[config.mk]
export PLATFORM = sky130hd
export DESIGN_NAME = hangman_guess_engine
export DESIGN_NICKNAME = d
export VERILOG_FILES = /design/src/rtl/hangman_guess_engine.sv
export SDC_FILE = /design/constraint.sdc
export NUM_CORES = 1
export LEC_CHECK = 0
export BUFFER_PORTS_ARGS = -buffer_cell sky130_fd_sc_hd__buf_2
export CAP_MARGIN = 20
export CORE_UTILIZATION = 30
export CTS_CLUSTER_DIAMETER = 30
export DETAILED_ROUTE_END_ITERATION = 10
export GPL_TIMING_DRIVEN = 0
export PLACE_DENSITY = 0.57
export SLEW_MARGIN = 10
export SYNTH_ARGS = -nofsm -noshare
export SYNTH_HDL_FRONTEND = slang
export SYNTH_SLANG_ARGS = --single-unit
[constraint.sdc]
create_clock -name clk -period 1.82 [get_ports clk]
set_clock_uncertainty 0.05 [all_clocks]
set_input_delay 0.182 -clock clk [delete_from_list [all_inputs] [get_ports clk]]
set_output_delay 0.182 -clock clk [all_outputs]
set_load 0.005 [all_outputs]
[src/rtl/hangman_guess_engine.sv]
// Hangman guess engine: latches a word, evaluates one committed guess per go pulse,
// tracks revealed letters and wrong guesses. Optional HANGMAN_GUESS_HISTORY_EN rejects repeated guesses.
module hangman_guess_engine #(
  parameter  int MAX_LEN   = 8,
  parameter  int MAX_WRONG = 6,
  localparam int LW        = $clog2(MAX_LEN + 1),
  localparam int WW        = $clog2(MAX_WRONG + 1)
) (
  input  logic                 clk,
  input  logic                 resetn,
  input  logic                 new_game,
  input  logic [5*MAX_LEN-1:0] word,
  input  logic [LW-1:0]        word_len,
  input  logic [4:0]           guess,
  input  logic                 go,
  output logic [MAX_LEN-1:0]   revealed,
  output logic [WW-1:0]        wrong_count,
  output logic                 hit,
  output logic                 miss,
  output logic                 invalid,
  output logic                 game_won,
  output logic                 game_lost
);

  typedef enum logic [2:0] {
    S_IDLE  = 3'd0,
    S_PLAY  = 3'd1,
    S_ARMED = 3'd2,
    S_EVAL  = 3'd3,
    S_WON   = 3'd4,
    S_LOST  = 3'd5
  } state_t;

  state_t               state_q, state_d;
  logic [5*MAX_LEN-1:0] word_q, word_d;
  logic [LW-1:0]        len_q, len_d;
  logic [4:0]           guess_q, guess_d;
  logic [MAX_LEN-1:0]   revealed_q, revealed_d;
  logic [WW-1:0]        wrong_q, wrong_d;
  logic                 hit_q, hit_d;
  logic                 miss_q, miss_d;
  logic                 invalid_q, invalid_d;
  logic                 won_q, won_d;
  logic                 lost_q, lost_d;

  logic [LW-1:0]        len_clamp_s;
  logic [MAX_LEN-1:0]   len_mask_s;
  logic [MAX_LEN-1:0]   match_s;
  logic                 all_rev_s;
  logic                 dup_s;
  logic                 valid_s;

  // Clamp the requested length to the word capacity.
  always_comb begin
    if (int'(word_len) > MAX_LEN) begin
      len_clamp_s = LW'(MAX_LEN);
    end else begin
      len_clamp_s = word_len;
    end
  end

  // Parallel compare of the held guess against every active letter position.
  always_comb begin
    len_mask_s = '0;
    match_s    = '0;
    for (int i = 0; i < MAX_LEN; i++) begin
      if (int'(len_q) > i) begin
        len_mask_s[i] = 1'b1;
        match_s[i]    = (word_q[5*i +: 5] == guess_q);
      end else begin
        len_mask_s[i] = 1'b0;
        match_s[i]    = 1'b0;
      end
    end
  end

  assign all_rev_s = (((revealed_q | match_s) & len_mask_s) == len_mask_s);
  assign valid_s   = (guess_q <= 5'd25) && !dup_s;

`ifdef HANGMAN_GUESS_HISTORY_EN
  logic [25:0] hist_q;
  logic [31:0] hist_ext_s;

  assign hist_ext_s = {6'd0, hist_q};
  assign dup_s      = hist_ext_s[guess_q];

  // Record each valid evaluated letter so a repeat is rejected as invalid.
  always_ff @(posedge clk or negedge resetn) begin
    if (!resetn) begin
      hist_q <= 26'd0;
    end else if (new_game) begin
      hist_q <= 26'd0;
    end else if ((state_q == S_EVAL) && valid_s) begin
      hist_q <= hist_q | (26'd1 << guess_q);
    end else begin
      hist_q <= hist_q;
    end
  end
`else
  assign dup_s = 1'b0;
`endif

  // Next-state and registered-output logic; new_game overrides everything.
  always_comb begin
    state_d    = state_q;
    word_d     = word_q;
    len_d      = len_q;
    guess_d    = guess_q;
    revealed_d = revealed_q;
    wrong_d    = wrong_q;
    hit_d      = 1'b0;
    miss_d     = 1'b0;
    invalid_d  = 1'b0;
    if (new_game) begin
      word_d     = word;
      len_d      = len_clamp_s;
      revealed_d = '0;
      wrong_d    = '0;
      if (len_clamp_s == '0) begin
        state_d = S_WON;
      end else begin
        state_d = S_PLAY;
      end
    end else begin
      case (state_q)
        S_IDLE: begin
          state_d = S_IDLE;
        end
        S_PLAY: begin
          if (go) begin
            state_d = S_ARMED;
          end else begin
            state_d = S_PLAY;
          end
        end
        S_ARMED: begin
          if (go) begin
            state_d = S_ARMED;
          end else begin
            state_d = S_EVAL;
            guess_d = guess;
          end
        end
        S_EVAL: begin
          if (!valid_s) begin
            invalid_d = 1'b1;
            state_d   = S_PLAY;
          end else if (|match_s) begin
            hit_d      = 1'b1;
            revealed_d = revealed_q | match_s;
            if (all_rev_s) begin
              state_d = S_WON;
            end else begin
              state_d = S_PLAY;
            end
          end else begin
            miss_d = 1'b1;
            if (wrong_q < WW'(MAX_WRONG)) begin
              wrong_d = wrong_q + WW'(1);
            end else begin
              wrong_d = wrong_q;
            end
            if (wrong_d >= WW'(MAX_WRONG)) begin
              state_d = S_LOST;
            end else begin
              state_d = S_PLAY;
            end
          end
        end
        S_WON: begin
          state_d = S_WON;
        end
        S_LOST: begin
          state_d = S_LOST;
        end
        default: begin
          state_d = S_IDLE;
        end
      endcase
    end
    won_d  = (state_d == S_WON);
    lost_d = (state_d == S_LOST);
  end

  // State and output registers.
  always_ff @(posedge clk or negedge resetn) begin
    if (!resetn) begin
      state_q    <= S_IDLE;
      word_q     <= '0;
      len_q      <= '0;
      guess_q    <= 5'd0;
      revealed_q <= '0;
      wrong_q    <= '0;
      hit_q      <= 1'b0;
      miss_q     <= 1'b0;
      invalid_q  <= 1'b0;
      won_q      <= 1'b0;
      lost_q     <= 1'b0;
    end else begin
      state_q    <= state_d;
      word_q     <= word_d;
      len_q      <= len_d;
      guess_q    <= guess_d;
      revealed_q <= revealed_d;
      wrong_q    <= wrong_d;
      hit_q      <= hit_d;
      miss_q     <= miss_d;
      invalid_q  <= invalid_d;
      won_q      <= won_d;
      lost_q     <= lost_d;
    end
  end

  assign revealed    = revealed_q;
  assign wrong_count = wrong_q;
  assign hit         = hit_q;
  assign miss        = miss_q;
  assign invalid     = invalid_q;
  assign game_won    = won_q;
  assign game_lost   = lost_q;

endmodule

After elaboration in Yosys (flattened, before gate mapping)
Index checks and enable logic that the tools add are counted.
{ "totals": {"regBits": 68, "inputBits": 53, "out_inout_bits": 16, "wordCells": 103} }
{ "op_classes": {"add_sub_neg": 1, "magnitude_cmp": 12, "n_eq_ne": 17, "mux": 50, "bitwise": 4, "n_reduce_logical": 8} }
{ "op_table": {"columns": ["cell", "count"], "rows": [
  ["$mux 3", 15],
  ["$eq 5x5->1", 8],
  ["$mux 8", 4],
  ["$mux 1", 28],
  ["$gt 4x3->1 const B", 4],
  ["$pmux 3 s5", 1],
  ["$eq 3x3->1 const B", 4],
  ["$reduce_and 3->1", 3],
  ["$and 8x8->8", 1],
  ["$eq 8x8->1", 1],
  ["$gt 4x1->1 const B", 2],
  ["$gt 4x2->1 const B", 2],
  ["$or 8x8->8", 1],
  ["$reduce_or 8->1", 1],
  ["$eq 3x2->1 const B", 2],
  ["$reduce_bool 2->1", 3],
  ["$le 5x5->1 const B", 1],
  ["$gt 4x4->1 const B", 1],
  ["$logic_not 4->1", 1],
  ["$mux 4", 1],
  ["$add 3x1->3 const B", 1],
  ["$eq 3x1->1 const B", 1],
  ["$ge 3x3->1 const B", 1],
  ["$lt 3x3->1 const B", 1],
  ["other kinds (3)", 4]
]} }

Logic depth before layout (Yosys ltp)
{ "logic_depth": {"word_depth": 14, "mapped_depth": 9, "depth_no_buf": 7} }

Worst setup path after synthesis
No wires, ideal clock.
{ "synth_timing": {"path_kind": "register to register", "startpoint": "register guess_q[2]", "endpoint": "register wrong_q[0], in the netlist wrong_count[0]", "setup_time_ns": 0.128, "arrival_ns": 1.714, "setup_slack_ns": -0.071, "stages_incl_launch_ff": 9, "path_buffers": 1, "cell_sequence": "dfrtp_1 buf_6 xnor2_1 nand4_1 nor3_2 nor4_2 nand3_1 a211oi_1 mux2_1"} }
{ "synth_between": {"elab_chain_len": 5, "elab_cells_between_ends": 21} }
{ "synth_rtl": {"columns": ["element", "line_no", "rtl"], "rows": [
  ["from (decl)", "37", "logic [4:0] guess_q, guess_d;"],
  ["from (signal assigned)", "203", "guess_q <= guess_d;"],
  ["$eq 5x5->1", "69", "match_s[i] = (word_q[5*i +: 5] == guess_q);"],
  ["$mux 1", "67", "if (int'(len_q) > i) begin"],
  ["$reduce_or 8->1", "148", "end else if (|match_s) begin"],
  ["$ne 2x2->1 (no line)", null, null],
  ["$reduce_and 3->1 (no line) *", null, null],
  ["to (signal assigned)", "205", "wrong_q <= wrong_d;"],
  ["to (decl)", "39", "logic [WW-1:0] wrong_q, wrong_d;"]
]} }
Mark *: on every way between the ends. The rest lies on a longest branch, timed or not.
A chain may end at the register's enable or synchronous reset.

Worst setup path after layout
{ "layout_timing": {"startpoint": "register len_q[0]", "endpoint": "register wrong_q[1], in the netlist wrong_count[1]"} }
{ "layout_between": {"elab_chain_len": 5, "elab_cells_between_ends": 19} }
{ "layout_rtl": {"columns": ["element", "line_no", "rtl"], "rows": [
  ["from (decl)", "36", "logic [LW-1:0] len_q, len_d;"],
  ["from (signal assigned)", "202", "len_q <= len_d;"],
  ["$gt 4x1->1, or another cell as far along", "67", null],
  ["$mux 1", "67", null],
  ["$reduce_or 8->1 *", "148", null],
  ["$ne 2x2->1 (no line) *", null, null],
  ["$reduce_and 3->1 (no line) *", null, null]
]} }
Marks and branches as above.

==> impl_metrics.tcl <==
set metrics [dict create \
    drc 0 \
    finalSetupViolations 8 \
    synth.distinct_cells 50 \
    p_seq_share_pct 39.0 \
    ant_nets 0 \
    final_common_cell "buf_2" \
    p_switching_w 0.001332 \
    maxSlewViolCount 0 \
    ys_dominant_reg_cell "dfrtp_1" \
    cts_buffer_depth 2 \
    netlist_top_cells_area "dfrtp_1, mux2_2, xnor2_1" \
    num_rows 38 \
    nNetsFinal 419 \
    core-area_um2 10940 \
    start_kind "register" \
    grtUsageTotal_pct 14.79 \
    first_iter_violations 63 \
    synth_top_area_share_pct 49.93 \
    critical_path_class "reg2reg" \
    end_kind "register" \
    hold_viol 0 \
    antenna_found_initial 0 \
    initial_utilization_pct 31.17 \
    cpLargestDelayFamily "compound AO/OA/AOI/OAI gates" \
    dp_slack_ps -288.2 \
    violations "setup timing" \
    synth_edf_count 0 \
    p_leak_nw 1.880 \
    via_per_inst 4.719 \
    p_per_area_nw_per_um2 1048 \
    ys_warn_count 0 \
    combPwrFrac_pct 27.2 \
    clk-insertion-delay-late_ps 320 \
    numPortBuffers 67 \
    period_share_pct 115.3 \
    drt_wl_total_um 8007 \
    synth_cells 284 \
    numCtsBuffers 9 \
    cell_internal_pwr_w 0.003187 \
    grt_max_degree 36 \
    synthArstFlopShare_pct 100.0 \
    worst_pin_slew_ps 691.0 \
    dp_hpwl_um 5735 \
    final_cell_mix "buf_2, dfrtp_1, mux2_2" \
    firstDrtPassIters 4 \
    synthesis.nets 338 \
    path_cells "a211oi_2 > nor3_2 > nor4_2 > nand3_2 > buf_6 > o311ai_2 > o41ai_2" \
    power_w 0.004519 \
    area_growth_syn_to_layout_pct 26.47 \
    grt_pass1_vias 2544 \
    required_ps 1940 \
    critPathArrivalTime_ps 2220 \
    final_cells 508 \
    status "finished, violations left" \
    die_area_um2 11790 \
    die_y_um 108.6 \
    path_clk_slew_ps 50 \
    gr-total-overflow 0 \
    seq_area_frac_synth_pct 49.93 \
    clock-sinks 68 \
    dp.cells 492 \
    yosysTopAreaCell "dfrtp_1" \
    die_w_um 108.6 \
    synthesis.area_um2 3408 \
    drive_gt1_share_pct 44.29 \
    n_antenna_cell 0 \
    fin_crit_ps 2099 \
    tritoncts "built" \
    fmax_mhz 476.4 \
    slowest_delay_ps 440 \
    cp_num_buf_inv 1 \
    ys_ff_latch 68 \
    rsz0062_at_grt "yes" \
    cts.htree.levels 3 \
    maxCapViolCount 0 \
    num_io_pins 69 \
    grt_pass1_wl_um 12950 \
    wl_per_cell_um 15.76 \
    clockRootBuffer "clkbuf_16" \
    pwr-share-clk_pct 33.9 \
    swShare_pct 29.48 \
    slowest_stage "dfrtp_2" \
    avgSynthCellArea_um2 12.00 \
    routabilityCongestion 0.7929 \
    peakVddDrop_mv 0.4006 \
    vias 2397 \
    hp-class "in2reg" \
    slew_headroom_pct 53.55 \
    crit_fanout 6 \
    setup_ws_ps -279.2 \
]
-- cell type report --
type                            count  area (um2)
Buffer                             13       103.9
Clock buffer                       12       246.5
Clock inverter                      2       12.51
Fill cell                        1114        6625
Inverter                            7       26.28
Multi-Input combinational cell    195        1659
Sequential cell                    68        1704
Tap cell                          140       175.2
Timing Repair Buffer               71       382.9
-- metal layers --
layer | vias up | wire [um] | GRT usage, %
met5 | - | 0 | 0
met4 | 0 | 65 | 2.896
met3 | 6 | 372 | 5.184
met2 | 48 | 3907 | 25.09
met1 | 1175 | 3661 | 18.11
li1 | 1168 | - | -
-- sequential cells by signal (all words and copies together), names as in the netlist --
register     flops
hit              1
word_q          40
len_q            4
game_won         1
miss             1
state_q          3
wrong_count      3
invalid          1
guess_q          5
revealed         8
game_lost        1
-- synthesized netlist by cell type, types with 2 or more instances --
master     n
nand2b_1   3
a22o_1     2
a211oi_1   3
buf_1      3
a21oi_1   10
dfrtp_1   68
clkbuf_1   4
nand3b_1   2
mux2_2    45
nor2b_1    2
buf_6      6
o21ai_0   10
nor2_1    18
nand3_1    6
nand2_1   11
nand4_1    3
o21a_1     2
inv_1      6
xnor2_1   30
nor3_2     5
o32ai_1    2
xor2_1    10
nor4_2     2
o31ai_1    2
a31oi_1    3
nor3_1     2
-- power groups by stage --
stage               registers (W)  clock network, W  logic [W]
finish                    0.00176           0.00153    0.00123
CTS                       0.00176           0.00157    0.00120
detailed placement        0.00178                 0    0.00115
global route              0.00178           0.00164    0.00134
floorplan                 0.00176                 0   0.000864
global placement          0.00178                 0    0.00113
-- final timing paths --
| check | from | end | slack, ps | cells after the start |
|---|---|---|---|---|
| setup / recovery | len_q[0]$_DFFE_PN0P_ | wrong_count[1]$_DFFE_PN0P_ | -280 | 7 |
| hold / removal | word[5] | word_q[5]$_DFFE_PN0P_ | 40 | 2 |
| setup reg to reg | len_q[0]$_DFFE_PN0P_ | wrong_count[1]$_DFFE_PN0P_ | -280 | 7 |
| hold reg to reg | revealed[1]$_DFFE_PN0P_ | revealed[1]$_DFFE_PN0P_ | 460 | 2 |
| max in group asynchronous | resetn | len_q[0]$_DFFE_PN0P_ | 880 | 3 |
| min in group asynchronous | resetn | word_q[36]$_DFFE_PN0P_ | 300 | 2 |
-- timing repair --
item                       4_1_cts  5_1_grt
hold buffers                     1        0
setup endpoints to repair        9       16
hold endpoints to repair        33        0
cloned                           1        0
buffers inserted                 1        0
resized for setup                4       13
pin swaps                        7        1
-- kinds of logic after synthesis --
| group | count (synthesis) | synth area share [%] |
|---|---|---|
| AO/OA/AOI/OAI | 44 | 9.435 |
| XOR/XNOR | 40 | 10.28 |
| adder cells (fa/ha/maj) | 1 | 0.3670 |
| buffers and inverters | 21 | 3.670 |
| flip-flops | 68 | 49.93 |
| multiplexers | 46 | 15.20 |
| AND/OR/NAND/NOR | 64 | 11.12 |
-- stage by stage --
| stage | area [um2] | setup TNS, ps | hold WS [ps] | util [%] |
|---|---|---|---|---|
| 5_1_grt | 4310 | -2438 | 22.37 | 39.42 |
| 4_1_cts | 4259 | -1851 | 30.60 | 38.95 |
| 3_3_place_gp | 3934 | -1905 | 364.6 | 35.97 |
| 6_report | 4310 | -1616 | 38.89 | 39.42 |
| 3_5_place_dp | 3956 | -2270 | 113.8 | 36.18 |
| 2_1_floorplan | 3423 | -60.12 | -163.6 | - |
Note: power is estimated with default switching activity, not from simulation.
